File: config.mk
export PLATFORM = sky130hd
export DESIGN_NAME = uart_tx_arbiter_flat
export DESIGN_NICKNAME = d
export VERILOG_FILES = /design/src/rtl/uart_tx_arbiter_if.sv /design/src/rtl/uart_tx_arbiter.sv /design/src/flat_wrapper.sv
export SDC_FILE = /design/constraint.sdc
export NUM_CORES = 1
export LEC_CHECK = 0
export BUFFER_PORTS_ARGS = -buffer_cell sky130_fd_sc_hd__clkbuf_2
export CAP_MARGIN = 10
export CORE_MARGIN = 4
export CORE_UTILIZATION = 47
export CTS_CLUSTER_DIAMETER = 100
export DETAILED_ROUTE_END_ITERATION = 6
export GPL_ROUTABILITY_DRIVEN = 0
export MAX_ROUTING_LAYER = met4
export PLACE_DENSITY_LB_ADDON = 0.15
export SYNTH_ARGS = -nofsm -noshare
export SYNTH_HDL_FRONTEND = slang
export SYNTH_SLANG_ARGS = --single-unit
File: constraint.sdc
create_clock -name clk -period 1.6 [get_ports clk]
set_input_delay 0.24 -clock clk [delete_from_list [all_inputs] [get_ports clk]]
set_output_delay 0.24 -clock clk [all_outputs]
set_load 0.02 [all_outputs]
File: src/rtl/uart_tx_arbiter_if.sv
// Producer/arbiter bundle for uart_tx_arbiter: requests and bytes in, grants and uart_tx drive out.
// Handshake: i_req[k] is a level "valid" held with i_data byte k; o_gnt[k] is the one-cycle "ready/accept" pulse.
interface uart_tx_arbiter_if #(
  parameter int NUM_REQ = 4,
  parameter int ID_W    = $clog2(NUM_REQ)
);
  logic [NUM_REQ-1:0]   i_req;
  logic [8*NUM_REQ-1:0] i_data;
  logic [NUM_REQ-1:0]   o_gnt;
  logic [7:0]           o_tx_data;
  logic                 o_tx_send;
  logic                 o_busy;
  logic [ID_W-1:0]      o_last_id;
  logic [1:0]           o_state;

  modport master (
    output i_req, i_data,
    input  o_gnt, o_tx_data, o_tx_send, o_busy, o_last_id, o_state
  );

  modport slave (
    input  i_req, i_data,
    output o_gnt, o_tx_data, o_tx_send, o_busy, o_last_id, o_state
  );
endinterface

File: src/rtl/uart_tx_arbiter.sv
// Round-robin scheduler sharing one uart_tx among NUM_REQ byte producers, with internal frame pacing.
// Optional: define UART_ARB_PRIO0_EN to give requester 0 fixed highest priority.
module uart_tx_arbiter #(
  parameter int NUM_REQ      = 4,
  parameter int FRAME_CYCLES = 310_000,
  parameter int ID_W         = $clog2(NUM_REQ)
) (
  input  logic             clk,
  input  logic             rst_n,
  uart_tx_arbiter_if.slave bus
);
  localparam int TW = $clog2(FRAME_CYCLES);

  typedef enum logic [1:0] {
    IDLE = 2'd0,
    LOAD = 2'd1,
    SEND = 2'd2,
    WAIT = 2'd3
  } state_t;

  state_t              r_state;
  logic [NUM_REQ-1:0]  r_gnt;
  logic [7:0]          r_tx_data;
  logic                r_tx_send;
  logic                r_busy;
  logic [ID_W-1:0]     r_last_id;
  logic [ID_W-1:0]     r_ptr;
  logic [TW-1:0]       r_timer;

  logic                w_any;
  logic [ID_W-1:0]     w_win;
  logic [ID_W-1:0]     w_idx;
  logic [ID_W:0]       w_sum;
  logic [ID_W-1:0]     w_next_ptr;

  // Scan pointer, pointer+1, ... with wrap; the first set request wins.
  always_comb begin
    w_any = 1'b0;
    w_win = '0;
    w_idx = '0;
    w_sum = '0;
`ifdef UART_ARB_PRIO0_EN
    if (bus.i_req[0]) w_any = 1'b1;
`endif
    for (int i = 0; i < NUM_REQ; i++) begin
      w_sum = {1'b0, r_ptr} + (ID_W+1)'(i);
      if (w_sum >= (ID_W+1)'(NUM_REQ)) w_sum = w_sum - (ID_W+1)'(NUM_REQ);
      w_idx = w_sum[ID_W-1:0];
      if (!w_any && bus.i_req[w_idx]) begin
        w_any = 1'b1;
        w_win = w_idx;
      end
    end
  end

  always_comb begin
    w_next_ptr = (w_win == ID_W'(NUM_REQ-1)) ? '0 : w_win + ID_W'(1);
`ifdef UART_ARB_PRIO0_EN
    // A priority grant to requester 0 leaves the rotation untouched.
    if (w_win == '0) w_next_ptr = r_ptr;
`endif
  end

  always_ff @(posedge clk or negedge rst_n) begin
    if (!rst_n) begin
      r_state   <= IDLE;
      r_gnt     <= '0;
      r_tx_data <= 8'h00;
      r_tx_send <= 1'b0;
      r_busy    <= 1'b0;
      r_last_id <= '0;
      r_ptr     <= '0;
      r_timer   <= '0;
    end else begin
      r_gnt     <= '0;
      r_tx_send <= 1'b0;
      case (r_state)
        IDLE: begin
          if (w_any) begin
            r_gnt     <= NUM_REQ'(1) << w_win;
            r_tx_data <= bus.i_data[{w_win, 3'b000} +: 8];
            r_last_id <= w_win;
            r_ptr     <= w_next_ptr;
            r_busy    <= 1'b1;
            r_state   <= LOAD;
          end
        end
        LOAD: begin
          r_tx_send <= 1'b1;
          r_state   <= SEND;
        end
        SEND: begin
          r_timer <= '0;
          r_state <= WAIT;
        end
        WAIT: begin
          // uart_tx has no done flag, so the frame plus its post-frame delay is timed here.
          if (r_timer == TW'(FRAME_CYCLES-1)) begin
            r_busy  <= 1'b0;
            r_state <= IDLE;
          end else begin
            r_timer <= r_timer + TW'(1);
          end
        end
        default: r_state <= IDLE;
      endcase
    end
  end

  assign bus.o_gnt     = r_gnt;
  assign bus.o_tx_data = r_tx_data;
  assign bus.o_tx_send = r_tx_send;
  assign bus.o_busy    = r_busy;
  assign bus.o_last_id = r_last_id;
  assign bus.o_state   = r_state;
endmodule
File: src/flat_wrapper.sv
// flat-port wrapper written by rule: the top's interface ports become plain ports
module uart_tx_arbiter_flat 
#(
  parameter int NUM_REQ      = 4,
  parameter int FRAME_CYCLES = 310_000,
  parameter int ID_W         = $clog2(NUM_REQ)
)
  (clk, rst_n, bus_i_req, bus_i_data, bus_o_gnt, bus_o_tx_data, bus_o_tx_send, bus_o_busy, bus_o_last_id, bus_o_state);
  uart_tx_arbiter_if #(.NUM_REQ(NUM_REQ), .ID_W(ID_W)) bus_i ();
  input  logic clk;
  input  logic rst_n;
  input wire logic [$bits(bus_i.i_req)-1:0] bus_i_req;
  input wire logic [$bits(bus_i.i_data)-1:0] bus_i_data;
  output wire logic [$bits(bus_i.o_gnt)-1:0] bus_o_gnt;
  output wire logic [$bits(bus_i.o_tx_data)-1:0] bus_o_tx_data;
  output wire logic [$bits(bus_i.o_tx_send)-1:0] bus_o_tx_send;
  output wire logic [$bits(bus_i.o_busy)-1:0] bus_o_busy;
  output wire logic [$bits(bus_i.o_last_id)-1:0] bus_o_last_id;
  output wire logic [$bits(bus_i.o_state)-1:0] bus_o_state;
  assign bus_i.i_req = bus_i_req;
  assign bus_i.i_data = bus_i_data;
  assign bus_o_gnt = bus_i.o_gnt;
  assign bus_o_tx_data = bus_i.o_tx_data;
  assign bus_o_tx_send = bus_i.o_tx_send;
  assign bus_o_busy = bus_i.o_busy;
  assign bus_o_last_id = bus_i.o_last_id;
  assign bus_o_state = bus_i.o_state;
  uart_tx_arbiter #(.NUM_REQ(NUM_REQ), .FRAME_CYCLES(FRAME_CYCLES), .ID_W(ID_W)) u_core (.clk(clk), .rst_n(rst_n), .bus(bus_i));
endmodule
# After elaboration in Yosys (flattened, before gate mapping)
# Cells that the tools add are included.
# word_totals
register_bits	39
inputBits	38
elab_cells	80
out_inout_bits	18
# classes
shifts	2
order_cmp	8
n_reduce_logical	13
add_sub_neg	9
n_eq_ne	8
n_mux	32
# ops
operator	n
19-bit one-hot mux with 2 select lines	1
32-bit by 6-bit indexed part select with 8-bit output	1
2-bit two-way mux	11
19-bit by 1-bit adder with 19-bit output, second input constant	1
19-bit equality test, second input constant	1
19-bit two-way mux	1
2-bit by 3-bit < comparator with 1-bit output, second input constant	4
1-bit two-way mux	11
3-bit greater-or-equal comparator, second input constant	3
1-bit binary-select mux with 2-bit select	4
4-bit two-way mux	2
2-bit one-hot mux with 4 select lines	1
2-bit by 1-bit subtractor with 2-bit output, second input constant	4
2-bit by 2-bit adder with 3-bit output, second input constant	2
2-bit equality test, second input constant	3
2-bit AND reduction	3
2-bit by 1-bit inequality test with 1-bit output, second input constant	2
2-bit nonzero test	2
1-bit by 2-bit << shifter with 4-bit output, first input constant	1
2-bit by 1-bit adder with 3-bit output, second input constant	1
2-bit by 3-bit greater-or-equal comparator with 1-bit output, second input constant	1
1-bit logical AND	3
1-bit logical NOT	3
3-bit AND reduction	1
5 further kinds	5

# Logic depth before layout (Yosys ltp)
# depth
word_depth	17
mapped_depth	9
ltp_nobuf	8

# Worst setup path before layout
# OpenSTA, ideal clock, no wires.
# synth_path
kind	flip-flop to flip-flop
start	reg u_core.r_state[0], in the netlist u_core.bus.o_state[0]
end	reg u_core.r_timer[12]
stages_incl_launch_ff	9
t_required_ns	1.468
slack_ns	-0.297
n_path_buf	1
arrival_ns	1.764
setup_ns	0.132
synth_period_minus_slack_ns	1.897
cell_sequence	dfrtp_1 -> inv_1 -> ha_1 -> buf_2 -> o21ai_0 -> nor3_1 -> and4_2 -> o21bai_1 -> a31oi_1
# synth_between
elab_chain_len	3
word_cells_on_any_way	6
cone_classes	eq/ne (3); mux (1); reduce/logical (2)
# synth_rtl
element	line_no	source
start: declaration	uart_tx_arbiter.sv:21	state_t r_state;
start signal: assignment	uart_tx_arbiter.sv:66	r_state <= IDLE;
start signal: assignment	uart_tx_arbiter.sv:85	r_state <= LOAD;
start signal: assignment	uart_tx_arbiter.sv:90	r_state <= SEND;
2-bit equality test	uart_tx_arbiter.sv:77	case (r_state)
2-bit inequality test (no source line) / 2-bit nonzero test (equally long branches)	--	
2-bit AND reduction (no source line)	--	
end signal: assignment	uart_tx_arbiter.sv:102	r_timer <= r_timer + TW'(1);
end: declaration	uart_tx_arbiter.sv:28	logic [TW-1:0] r_timer;
# Several ways; a longest one is shown, not always the timed one.
# A chain may end at the register's enable or synchronous reset.

# Final worst setup path
# layout_path
start	reg u_core.r_ptr[1]
end	reg u_core.r_ptr[1]
# layout_between
elab_chain_len	16
word_cells_on_any_way	41
cone_classes	add/sub (8); order compare (4); eq/ne (1); mux (21); reduce/logical (7)
# layout_rtl
element	line_no	source
start: declaration	uart_tx_arbiter.sv:27	logic [ID_W-1:0] r_ptr;
start signal: assignment	uart_tx_arbiter.sv:83	r_ptr <= w_next_ptr;
branches (longest 13 deep; another with 2-bit by 1-bit adder with 3-bit output)	--	
2-bit two-way mux (*)	uart_tx_arbiter.sv:49	if (!w_any && bus.i_req[w_idx]) begin
2-bit by 1-bit adder with 2-bit output / 2-bit equality test (equally long branches)	uart_tx_arbiter.sv:57	w_next_ptr = (w_win == ID_W'(NUM_REQ-1)) ? '0 : w_win + ID_W'(1);
2-bit two-way mux (*)	uart_tx_arbiter.sv:57	
net u_core.w_next_ptr[1]	uart_tx_arbiter.sv:34	logic [ID_W-1:0] w_next_ptr;
# Mark *: on every way through the listed nets, which the timed path passes. The select of a mux whose other input is x is not followed.

==> qor.csv <==
stage,metric,value,unit
synth,yosys warns,0,
sta,final setup fails,1,
grt,vias in the first global route,1868,
synth,cell count after synthesis,221,
finish,layout cells sized above 1,0.4660,
finish,synth-to-layout area growth,48.75,%
min_path,hold path endpoint,u_core.bus.o_tx_data[1]$_DFFE_PN0P_,
finish,Ant. Diodes,0,
sta,Slew Limit Fails,0,
synth,"Distinct cells, synth",44,
clocking,clock transition at the registers of the reported paths,80,ps
clocking,Clock Latency Late Sink,290,ps
pwr,Power Density,1546,nW/um2
synth,synthesized area,2158,um2
floorplan,Die W,75.77,um
synth,Synth Area in Adders,0.03478,
setup_path,endpoint type of the worst setup path,register,
sta,final hold vios,0,
floorplan,Placeable Area,4414,um2
min_path,hold_sp,bus_i_data[17],
finish,nets,367,
sta,Fin Hold WS,247.3,ps
setup_path,r2r setup slk,-7,ps
sta,period utilisation layout,1.004,
sta,Max-slew headroom,0.5763,
drt,DRT Pass-1 Iters,4,
sta,TNS Setup,-6.796,ps
setup_path,worst path required time,1780,ps
clocking,CTS Root Buffer Type,clkbuf_8,
floorplan,initial core utilization,0.4889,
grt,first-pass GRT wire length,8.556,mm
synth,ys async rst share,1.000,
synth,Synth Area per Inst,9.766,um2
finish,"commonest non-fill, non-tap cell in the layout",clkbuf_2,
setup_path,launch point of the worst reg-to-reg path,u_core.r_ptr[1]$_DFFE_PN0P_,
min_path,worst hold-check path type,input port to register,
sta,RSZ-0062 raised after global routing,yes,
setup_path,R2R cell count,6,
synth,Mapped Nets,265,
drt,final WL,5.834,mm
floorplan,I/O Pins,56,
finish,# fillers,300,
drt,# DRC,0,
clocking,Num CTS Buffers,5,
synth,mux cell area share after synthesis,0.08406,
drt,Iteration-0 DRC Markers,143,
grt,total gr overflow,0,
synth,post-synthesis sequential area ratio,0.4522,
pwr,P_leak,1.563,nW
synth,Most used DFF post-synth,dfrtp_1,
grt,largest net degree at the start of global routing,26,
sta,Max Freq,0.6224,GHz
synth,"EDFF count, synth",0,
floorplan,die area,5740,um2
synth,Yosys reg bits,39,
drt,Via Count,2099,
status,status,"finished, violations left",
job,Max Cap Violations,0,
floorplan,Die Y,75.77,um
sta,Final Skew,5.840,ps
pwr,peak supply drop,0.8390,mV
sta,fin crit period,1607,ps
synth,main combinational cell family by area after synthesis,simple AND/OR/NAND/NOR gates,
floorplan,FP Rows,24,
synth,post-synthesis simple-gate area fraction,0.2122,
synth,Synth Area in XOR/XNOR,0.05275,
grt,GRT Util Overall,0.2027,
sta,measured slew at the worst slew-check pin,635.6,ps
min_path,Hold Path Depth,3,
drt,vias per inst,5.582,
synth,post-synthesis compound-gate area fraction,0.1281,
grt,initial antenna violation count,0,
clocking,depth of the CTS H-tree,2,
setup_path,CP Launch Type,register,
setup_path,Setup CP Type,register to register,
clocking,clk buf depth,2,
setup_path,Crit Path Max Fanout,5,
sta,final setup margin,-6.796,ps
placement,dpl hpwl,4.037,mm
finish,most frequent cells in the layout,"clkbuf_2 (55), buf_4 (44), dfrtp_1 (36), nand2_1 (29), nor2_1 (14)",
drt,WL/cell,15.52,um
placement,IO Port Bufs,55,
status,failing checks,setup timing,
drt,post-route ant nets,0,
setup_path,Arrival @ worst endpoint,1790,ps
clocking,clk sinks,39,
setup_path,Worst R2R End,u_core.r_ptr[1]$_DFFE_PN0P_,
clocking,TritonCTS clock tree,done,
[layout make-up]
type,instances,area (um2),share of cell area
inverters,9,33.78,0.01052
multi-input cells,164,1308,0.4072
clock buffers,6,72.57,0.02260
clock inverters,2,60.06,0.01871
well taps,52,65.06,0.02026
repair buffers,104,691.9,0.2155
flip-flops and latches,39,979.7,0.3051
[stage by stage]
step	area, um2	setup slack (ps)	utilization	total power (W)	instances
3_3_place_gp	2829	-16.06	0.6409	0.003513	362
6_report	3211	-6.796	0.7273	0.004965	376
5_1_grt	3211	-122.6	0.7273	0.005290	376
2_1_floorplan	2192	-84.23	-	0.002701	221
3_5_place_dp	2829	-45.61	0.6409	0.003551	362
4_1_cts	3004	2.487	0.6806	0.004558	372
[cells by family after synthesis]
logic type / count (synthesis)
mux: 18
fa+ha+maj: 6
simple gates: 87
flops: 39
compound gates: 40
buf+inv: 18
xor+xnor: 13
[synth_stat cells (2+ instances only)]
cell	count	share of area
a21o_1	2	0.0070
a21oi_1	4	0.0093
a31oi_1	4	0.012
and3_1	3	0.0087
and4_2	2	0.0093
buf_2	4	0.0093
clkbuf_1	2	0.0035
dfrtp_1	39	0.45
ha_1	6	0.035
inv_1	9	0.016
mux2i_1	17	0.079
nand2_1	29	0.050
nand2_2	2	0.0058
nand2b_1	3	0.0087
nand3_1	10	0.023
nand4_1	5	0.014
nor2_1	15	0.026
nor2b_1	5	0.014
nor3_1	3	0.0070
nor4_1	3	0.0087
o21ai_0	9	0.021
o221ai_1	8	0.032
o22ai_1	5	0.014
xnor2_1	4	0.016
xor2_1	9	0.037
[worst max-delay path: stages (launching register included)]
cell and delay [ps]:
dfrtp_1 440, a21oi_1 90, o32ai_1 360, inv_1 170, ha_1 320, nand2_1 60
nand2_1 60
[report_power, final]
part	internal [W]	total (W)	leakage, nW	switching (W)
sequential	0.00123	0.00140	0.508	0.000167
combinational	0.00124	0.00260	0.990	0.00136
clock	0.000623	0.000967	0.0654	0.000344
[registers in the layout, indices dropped and copies added, names as in the netlist]
| register | flops |
|---|---|
| u_core.bus.o_busy | 1 |
| u_core.bus.o_gnt | 4 |
| u_core.bus.o_last_id | 2 |
| u_core.bus.o_state | 2 |
| u_core.bus.o_tx_data | 8 |
| u_core.bus.o_tx_send | 1 |
| u_core.r_ptr | 2 |
| u_core.r_timer | 19 |
[repair_timing]
| action | CTS | global route |
|---|---|---|
| setup endpoints to repair | 8 | 25 |
| pin swaps | 6 | 19 |
| hold buffers | 1 | 0 |
| resized for setup | 6 | 34 |
| endpoints found under the hold margin | 23 | 0 |
| gates cloned | 0 | 1 |
| setup buffers | 1 | 3 |
[routing by layer]
metal	up-vias	track usage	share of wire
met5	-	-	0
met4	0	0.06602	0.017
met3	12	0.03298	0.058
met2	72	0.3146	0.51
met1	1011	0.2696	0.42
li1	1004	-	-
[worst max path at each step]
stage                                       from                                   to
3_3_place_gp                        bus_i_req[2]  u_core.bus.o_tx_data[7]$_DFFE_PN0P_
6_report             u_core.r_ptr[1]$_DFFE_PN0P_          u_core.r_ptr[1]$_DFFE_PN0P_
4_1_cts              u_core.r_ptr[0]$_DFFE_PN0P_  u_core.bus.o_tx_data[7]$_DFFE_PN0P_
2_1_floorplan  u_core.bus.o_state[0]$_DFFE_PN0P_       u_core.r_timer[15]$_DFFE_PN0P_
3_5_place_dp      u_core.r_timer[10]$_DFFE_PN0P_    u_core.bus.o_state[1]$_DFFE_PN0P_
5_1_grt              u_core.r_ptr[1]$_DFFE_PN0P_          u_core.r_ptr[0]$_DFFE_PN0P_
(Power assumes the default switching activity.)
